<file path="src/rtl/ema_burst_gen.sv">
// EMA transducer excitation sequencer: per-frame P/N pulse-pair burst with ON_32 supply window
// and CTRL_SW receive-switch window, in continuous or single-shot mode.
module ema_burst_gen #(
  parameter int CNT_W       = 24,
  parameter int PERIOD      = 16777216,
  parameter int BURST_START = 6400000,
  parameter int HALF_W      = 10,
  parameter int DEAD_W      = 3,
  parameter int NC_W        = 4,
  parameter int ON32_LEAD   = 1,
  parameter int CTRL_TAIL   = 160
) (
  input  logic            clk_80mhz,
  input  logic            rst,
  input  logic            en,
  input  logic            single_shot,
  input  logic            trig,
  input  logic [NC_W-1:0] n_cycles,
  output logic            busy,
  output logic            frame_done,
  output logic            EMA_PULSE_P,
  output logic            EMA_PULSE_N,
  output logic            ON_32,
  output logic            CTRL_SW
);

  localparam int CYC  = 2 * HALF_W + DEAD_W;
  localparam int PH_W = (CYC > 1) ? $clog2(CYC) : 1;

  localparam logic [CNT_W-1:0] LAST_CNT = CNT_W'(PERIOD - 1);
  localparam logic [CNT_W-1:0] BS_M1    = CNT_W'(BURST_START - 1);
  localparam logic [CNT_W-1:0] LEAD_CNT = CNT_W'(ON32_LEAD);
  localparam logic [PH_W-1:0]  PH_HALF  = PH_W'(HALF_W);
  localparam logic [PH_W-1:0]  PH_N_END = PH_W'(2 * HALF_W - 1);
  localparam logic [PH_W-1:0]  PH_LAST  = PH_W'(CYC - 1);

  typedef enum logic {S_IDLE, S_RUN} state_t;

  state_t            state_q, state_d;
  logic              load_frame;
  logic [CNT_W-1:0]  cnt_q;
  logic [NC_W-1:0]   nl_q;
  logic [NC_W-1:0]   k_q;
  logic [PH_W-1:0]   ph_q;
  logic              in_burst_q;
  logic              cont_q;
  logic [CNT_W-1:0]  burst_end_q;
  logic [CNT_W-1:0]  ctrl_end_q;
  logic              start_req;
  logic              last_cnt;

  // Window ends for a frame with n pairs; the trailing dead phase of the last pair is not burst.
  function automatic logic [CNT_W-1:0] burst_end_of(input logic [NC_W-1:0] n);
    logic [31:0] e;
    if (n == '0) e = 32'(BURST_START);
    else         e = 32'(BURST_START) + 32'(n) * 32'(CYC) - 32'(DEAD_W);
    return e[CNT_W-1:0];
  endfunction

  assign start_req  = (!single_shot && en) || (single_shot && trig);
  assign last_cnt   = (cnt_q == LAST_CNT);
  assign busy       = (state_q == S_RUN);
  assign frame_done = (state_q == S_RUN) && last_cnt;

  always_comb begin
    state_d    = state_q;
    load_frame = 1'b0;
    case (state_q)
      S_IDLE: begin
        if (start_req) begin
          state_d    = S_RUN;
          load_frame = 1'b1;
        end
      end
      S_RUN: begin
        if (last_cnt) begin
          if (cont_q && en) load_frame = 1'b1;
          else              state_d    = S_IDLE;
        end
      end
      default: state_d = S_IDLE;
    endcase
  end

  always_ff @(posedge clk_80mhz) begin
    if (rst) begin
      state_q     <= S_IDLE;
      cnt_q       <= '0;
      nl_q        <= '0;
      k_q         <= '0;
      ph_q        <= '0;
      in_burst_q  <= 1'b0;
      cont_q      <= 1'b0;
      burst_end_q <= '0;
      ctrl_end_q  <= '0;
      EMA_PULSE_P <= 1'b1;
      EMA_PULSE_N <= 1'b1;
      ON_32       <= 1'b1;
      CTRL_SW     <= 1'b0;
    end else begin
      state_q <= state_d;

      if (load_frame || state_d == S_IDLE) cnt_q <= '0;
      else                                 cnt_q <= cnt_q + CNT_W'(1);

      if (load_frame) begin
        nl_q        <= n_cycles;
        burst_end_q <= burst_end_of(n_cycles);
        ctrl_end_q  <= burst_end_of(n_cycles) + CNT_W'(CTRL_TAIL);
        if (state_q == S_IDLE) cont_q <= !single_shot;
      end

      // ph/k describe the current cnt; the burst ends after the last N phase.
      if (state_q != S_RUN) begin
        in_burst_q <= 1'b0;
        ph_q       <= '0;
        k_q        <= '0;
      end else if (cnt_q == BS_M1) begin
        in_burst_q <= (nl_q != '0);
        ph_q       <= '0;
        k_q        <= '0;
      end else if (in_burst_q) begin
        if (ph_q == PH_N_END && k_q == nl_q - NC_W'(1)) begin
          in_burst_q <= 1'b0;
          ph_q       <= '0;
        end else if (ph_q == PH_LAST) begin
          ph_q <= '0;
          k_q  <= k_q + NC_W'(1);
        end else begin
          ph_q <= ph_q + PH_W'(1);
        end
      end

      if (state_q == S_RUN) begin
        EMA_PULSE_P <= !(in_burst_q && ph_q < PH_HALF);
        EMA_PULSE_N <= !(in_burst_q && ph_q >= PH_HALF && ph_q <= PH_N_END);
        ON_32       <= !(cnt_q >= LEAD_CNT && cnt_q < burst_end_q);
        CTRL_SW     <= (cnt_q >= BS_M1) && (cnt_q < ctrl_end_q);
      end else begin
        EMA_PULSE_P <= 1'b1;
        EMA_PULSE_N <= 1'b1;
        ON_32       <= 1'b1;
        CTRL_SW     <= 1'b0;
      end
    end
  end

endmodule

</file>
<file path="config.mk">
export PLATFORM = sky130hd
export DESIGN_NAME = ema_burst_gen
export DESIGN_NICKNAME = d
export VERILOG_FILES = /design/src/rtl/ema_burst_gen.sv
export SDC_FILE = /design/constraint.sdc
export NUM_CORES = 1
export LEC_CHECK = 0
export ABC_CLOCK_PERIOD_IN_PS = 3900
export CAP_MARGIN = 20
export CORE_AREA = 4 4 117 141
export DETAILED_ROUTE_END_ITERATION = 6
export DIE_AREA = 0 0 121 145
export PLACE_DENSITY = 0.54
export REMOVE_ABC_BUFFERS = 1
export SYNTH_ARGS = -nofsm -noshare
export SYNTH_HDL_FRONTEND = slang
export SYNTH_SLANG_ARGS = --single-unit
</file>
<file path="constraint.sdc">
create_clock -name clk_80mhz -period 3.9 [get_ports clk_80mhz]
set_input_delay 0.585 -clock clk_80mhz [delete_from_list [all_inputs] [get_ports clk_80mhz]]
set_output_delay 0.585 -clock clk_80mhz [all_outputs]
set_load 0.02 [all_outputs]
</file>
**Word-level counts from Yosys, hierarchy flattened**

Index checks and enable logic that the tools add are counted.

- Register bits: 92
- Input bits: 9
- Output and inout port bits: 6

- Add/subtract/negate cells: 7
- Multiply operators: 1
- Magnitude comparators: 7
- Equality and inequality tests: 5
- Muxes and demuxes: 14
- Bitwise logic cells: 3
- Reductions and logical operators: 23

Operators with widths:

| operator | number |
|---|---|
| $mux W24 | 3 |
| $lt A24 B24 Y1 | 2 |
| $add A23 B9 Y24 const A | 1 |
| $add A24 B1 Y24 const B | 1 |
| $add A24 B8 Y24 const B | 1 |
| $eq A24 B23 Y1 const B | 1 |
| $eq A24 B24 Y1 const B | 1 |
| $ge A24 B1 Y1 const B | 1 |
| $ge A24 B23 Y1 const B | 1 |
| $sub A24 B2 Y24 const B | 1 |
| $eq A5 B5 Y1 const B | 2 |
| $logic_and A1 B1 Y1 | 10 |
| $mux W5 | 2 |
| $mul A4 B5 Y9 const B | 1 |
| $mux W1 | 7 |
| $add A5 B1 Y5 const B | 1 |
| $ge A5 B4 Y1 const B | 1 |
| $le A5 B5 Y1 const B | 1 |
| $lt A5 B4 Y1 const B | 1 |
| $add A4 B1 Y4 const B | 1 |
| $eq A4 B4 Y1 | 1 |
| $logic_not A1 Y1 | 4 |
| $logic_not A4 Y1 | 1 |
| $pmux W1 S2 | 2 |
| 8 further kinds | 12 |

**Logic depth before layout (Yosys ltp)**

- Word-level depth: 8
- Depth in mapped cells: 17

**Worst setup path after synthesis**

No wires, ideal clock.

- Path type: in2reg
- Start point: in n_cycles[3]
- End point: reg ctrl_end_q[11]
- Setup time: 132 ps
- Arrival time: 3675 ps
- Required time: 3768 ps
- Slack: 93 ps
- Cell stages on the path: 16
- Path buffers: 0
- Cell sequence: inv_1 > ha_1 > inv_1 > ha_1 > or2_2 > inv_1 > fa_1 > inv_1 > ha_1 > o21a_1 > o211ai_1 > mux2i_1 > or3_1 > or4_1 > nand3_1 > a21oi_1

- Cells in the longest elaborated chain, start to end: 7
- Elaborated cells between the ends (all ways): 8
- Classes of those cells: add/sub (3); mul (1); mux (3); reduce/logical (1)

Ends and longest elaborated chain:

| element | line | source |
|---|---|---|
| start: declaration | 18 | `input logic [NC_W-1:0] n_cycles,` |
| $mul A4 B5 Y9 | 56 | `else e = 32'(BURST_START) + 32'(n) * 32'(CYC) - 32'(DEAD_W);` |
| $add A23 B9 Y24 | 56 |  |
| $sub A24 B2 Y24 | 56 |  |
| $mux W24 (*) | 55 | `if (n == '0) e = 32'(BURST_START);` |
| $mux W24 (*) | 106 | `if (load_frame) begin` |
| $mux W24 (*) | 86 | `if (rst) begin` |
| $add A24 B8 Y24 (*) | 109 | `ctrl_end_q <= burst_end_of(n_cycles) + CNT_W'(CTRL_TAIL);` |
| end signal: assignment | 109 |  |
| end: declaration | 48 | `logic [CNT_W-1:0] ctrl_end_q;` |

Every way passes the cells marked *; elsewhere a longest branch is shown, timed or not. The select of a mux whose other input is x is not followed.
A chain may end at the register's enable or synchronous reset.

**Worst setup path after layout**

Ends and elaborated chain as after synthesis.

==> results.md <==
- Worst path bufs/invs: 5
- Met3 wire len: 180 microns
- Worst slew pin tran: 0.886 ns
- Tcrit/Tclk final: 96.3%
- Crit path largest cell delay: 0.54 ns
- Crit path launch type: input port
- Cell depth of the worst setup path: 17
- CTS Buf Count: 9
- Reg clk slew, reported paths: 0.05 ns
- Count of input and output buffers: 14
- Largest net degree at the start of global routing: 30
- ANT cells: 0
- Clk_skew: 0.00698 ns
- Htree depth: 3
- Vias/cell: 4.80
- Final core occ: 35.7%
- Max Cap Violations: 0
- Wire length per cell: 12.7 microns
- Slew Viols, Final: 0
- PwrDens: 370 nW/um^2
- Nets@finish: 659
- Synthesis-to-layout area growth: 20.1%
- Die H: 145 microns
- Gr ovfl total: 0
- Wirelength, routed: 10.1 mm
- DRT Pass-1 Iters: 4
- Synth Instances: 550
- Max-slew headroom: 39.4%
- Via count: 3,839
- Worst skew pair latency: 0.33 ns
- Leading area contributor after synthesis: dfxtp_1
- Async S/R FF share, synth: 0%
- Status: finished, final reports clean
- Antenna Nets Post-Route: 0
- Setup Buffers After CTS: 0
- Number of fill cells in the layout: 1,569
- First DRT Iteration DRCs: 107
- Routed length on met2: 5.03 mm
- DP Worst Slack: -0.404 ns
- Post-synthesis register bit count: 65
- Number of global-route vias before repair: 3,865
- Placed Instances: 785
- Syn Std Cell Area: 4460 sq um
- Main synth FF type: dfxtp_1
- Crit Path Max Fanout: 7
- Tmin final: 3.76 ns
- Core Box Area: 15,000 sq um
- Half-perimeter wire length after detailed placement: 7.84 mm
- Mapped Avg Cell Area: 8.11 sq um
- Top-area cell type share of the netlist area: 29.2%
- Pleak: 2.20 nW
- Initial Util: 29.7%
- Syn. warnings: 0
- Crit-path slowest cell: or4_4
- # rows: 49
- Reg2reg path depth: 9
- GPL Wtd Cong: 0.885
- Die area: 17,500 sq um
- Critical Path RT: 4.11 ns
- Global-route wire length before repair: 18.0 mm
- Min-Delay Path Class: flip-flop to flip-flop
- Setup ws final: 0.145 ns
- Most common cell after layout, fill and taps aside: nor2_1
- Die width: 121 microns
- Ranking of synthesized cells by area: dfxtp_1 29%, ha_1 16%, nor2_1 6.1%, a21oi_1 4.7%, xor2_1 4.7%
- WP data arrival: 3.96 ns
- Seq/Total Area, Yosys: 29.2%
- Library cells used by synthesis: 60
- IO Count: 15
- DRC viols: 0
- Gr usage total: 12.3%
- Root Buffer: clkbuf_16
- Power, Total: 1.98 mW
- Post-synth EDFFs: 0
- Hold Vio Cnt, Final: 0
- Critical path class: input port to flip-flop
- Clock Path Buffers: 2
- Commonest non-fill, non-tap cells in the layout: 72 x nor2_1, 65 x dfxtp_1, 55 x ha_1, 48 x inv_1, 42 x a21oi_1
- CP delay by family, top: simple AND/OR/NAND/NOR gates
- CP cell instances: clkdlybuf4s50_1 -> inv_1 -> ha_1 -> inv_1 -> ha_1 -> or2_4 -> inv_2 -> fa_1 -> inv_2 -> ha_4 -> o21a_1 -> o21ai_0 -> and3_1 -> or3_4 -> or4_4 -> nand3_2 -> a21oi_1
- Setup crit end kind: flip-flop
- Max Used Layer: met4
- Unrepaired setup endpoints after global routing: false
- TritonCTS clock tree: done
- Initial antenna violation count: 0
- Clock Sinks: 65
- DRT met1 WL: 4.69 mm
- # hold bufs at CTS: 0
- Layout cell share with drive strength beyond 1: 12.4%
- Max VDD drop: 0.183 mV
- Post-Layout Cell Count: 800
- # setup viols final: 0
- Fmax achieved: 266 MHz
- Worst Hold Path Cells: 2
## logic make-up after synthesis
logic type	count (synthesis)	synth area share (%)
flip-flops	65	29.2
multiplexers	4	0.898
XOR/XNOR	36	7.07
AND/OR/NAND/NOR	208	23.5
AO/OA/AOI/OAI	109	16.4
adder cells (fa/ha/maj)	58	16.6
buffers and inverters	70	6.43
## synthesized netlist by cell type (6+ instances only)
library cell	count
a21o_1	6
a21oi_1	42
and3_1	7
clkbuf_1	11
dfxtp_1	65
ha_1	56
inv_1	50
nand2_1	37
nand2b_1	7
nand3_1	18
nand4_1	13
nor2_1	72
nor2b_1	6
nor3_1	16
nor4_1	6
o21ai_0	16
or3_1	6
xnor2_1	12
xor2_1	24
## worst min-delay path: cells and delay by family, from the launching register on
| kind | cells | cell delay (ns) |
|---|---|---|
| compound gates | 1 | 0.05 |
| simple gates | 1 | 0.05 |
| flops | 1 | 0.31 |
## flip-flops by register name (all words and copies together) (netlist names), 4 cells and up
| register | count |
|---|---|
| nl_q | 4 |
| ph_q | 5 |
| k_q | 4 |
| cnt_q | 24 |
| ctrl_end_q | 8 |
| burst_end_q | 13 |
## report_power, final
part | leakage (nW) | total [mW] | switching, mW | internal (mW)
Clock | 0.134 | 0.759 | 0.298 | 0.461
Sequential | 0.528 | 0.721 | 0.0213 | 0.700
Combinational | 1.54 | 0.503 | 0.261 | 0.242
Total | 2.20 | 1.98 | 0.581 | 1.40
## layer usage
metal | up-vias | global-route usage [%]
met3 | 18 | 2.10
met2 | 36 | 20.8
met4 | 0 | 5.39
met1 | 1788 | 15.4
met5 | - | 0
li1 | 1997 | -
## final timing paths
path | from | endpoint | slack, ns
worst max register to register | cnt_q[0] | burst_end_q[4] | 1.13
worst max-delay path | n_cycles[3] | ctrl_end_q[11] | 0.14
worst min-delay path | burst_end_q[2] | burst_end_q[2] | 0.45
worst min register to register | burst_end_q[2] | burst_end_q[2] | 0.45
## per-stage QoR
step,TNS (ns),cell area [sq um],hold WS (ns)
floorplan,0,4360,0.419
global placement,-0.757,5030,0.444
detailed placement,-1.27,5030,0.446
CTS,0,5330,0.453
global route,0,5360,0.477
finish,0,5360,0.449
## layout make-up
class	instances	area, sq um	share of cell area (%)
clock buffer	11	253	4.72
multi-input combinational	415	2910	54.3
timing repair buffer	51	420	7.85
tap	204	255	4.76
clock inverter	4	28.8	0.537
inverter	50	188	3.50
sequential	65	1300	24.3
## repair_timing
action                                  4_1_cts  5_1_grt
pin swaps                                     0        2
gates cloned                                  0        0
resized for setup                             1       10
endpoints found under the setup margin        1        4
endpoints found under the hold margin         0        0
No activity file was read; power rests on OpenSTA's default activity.
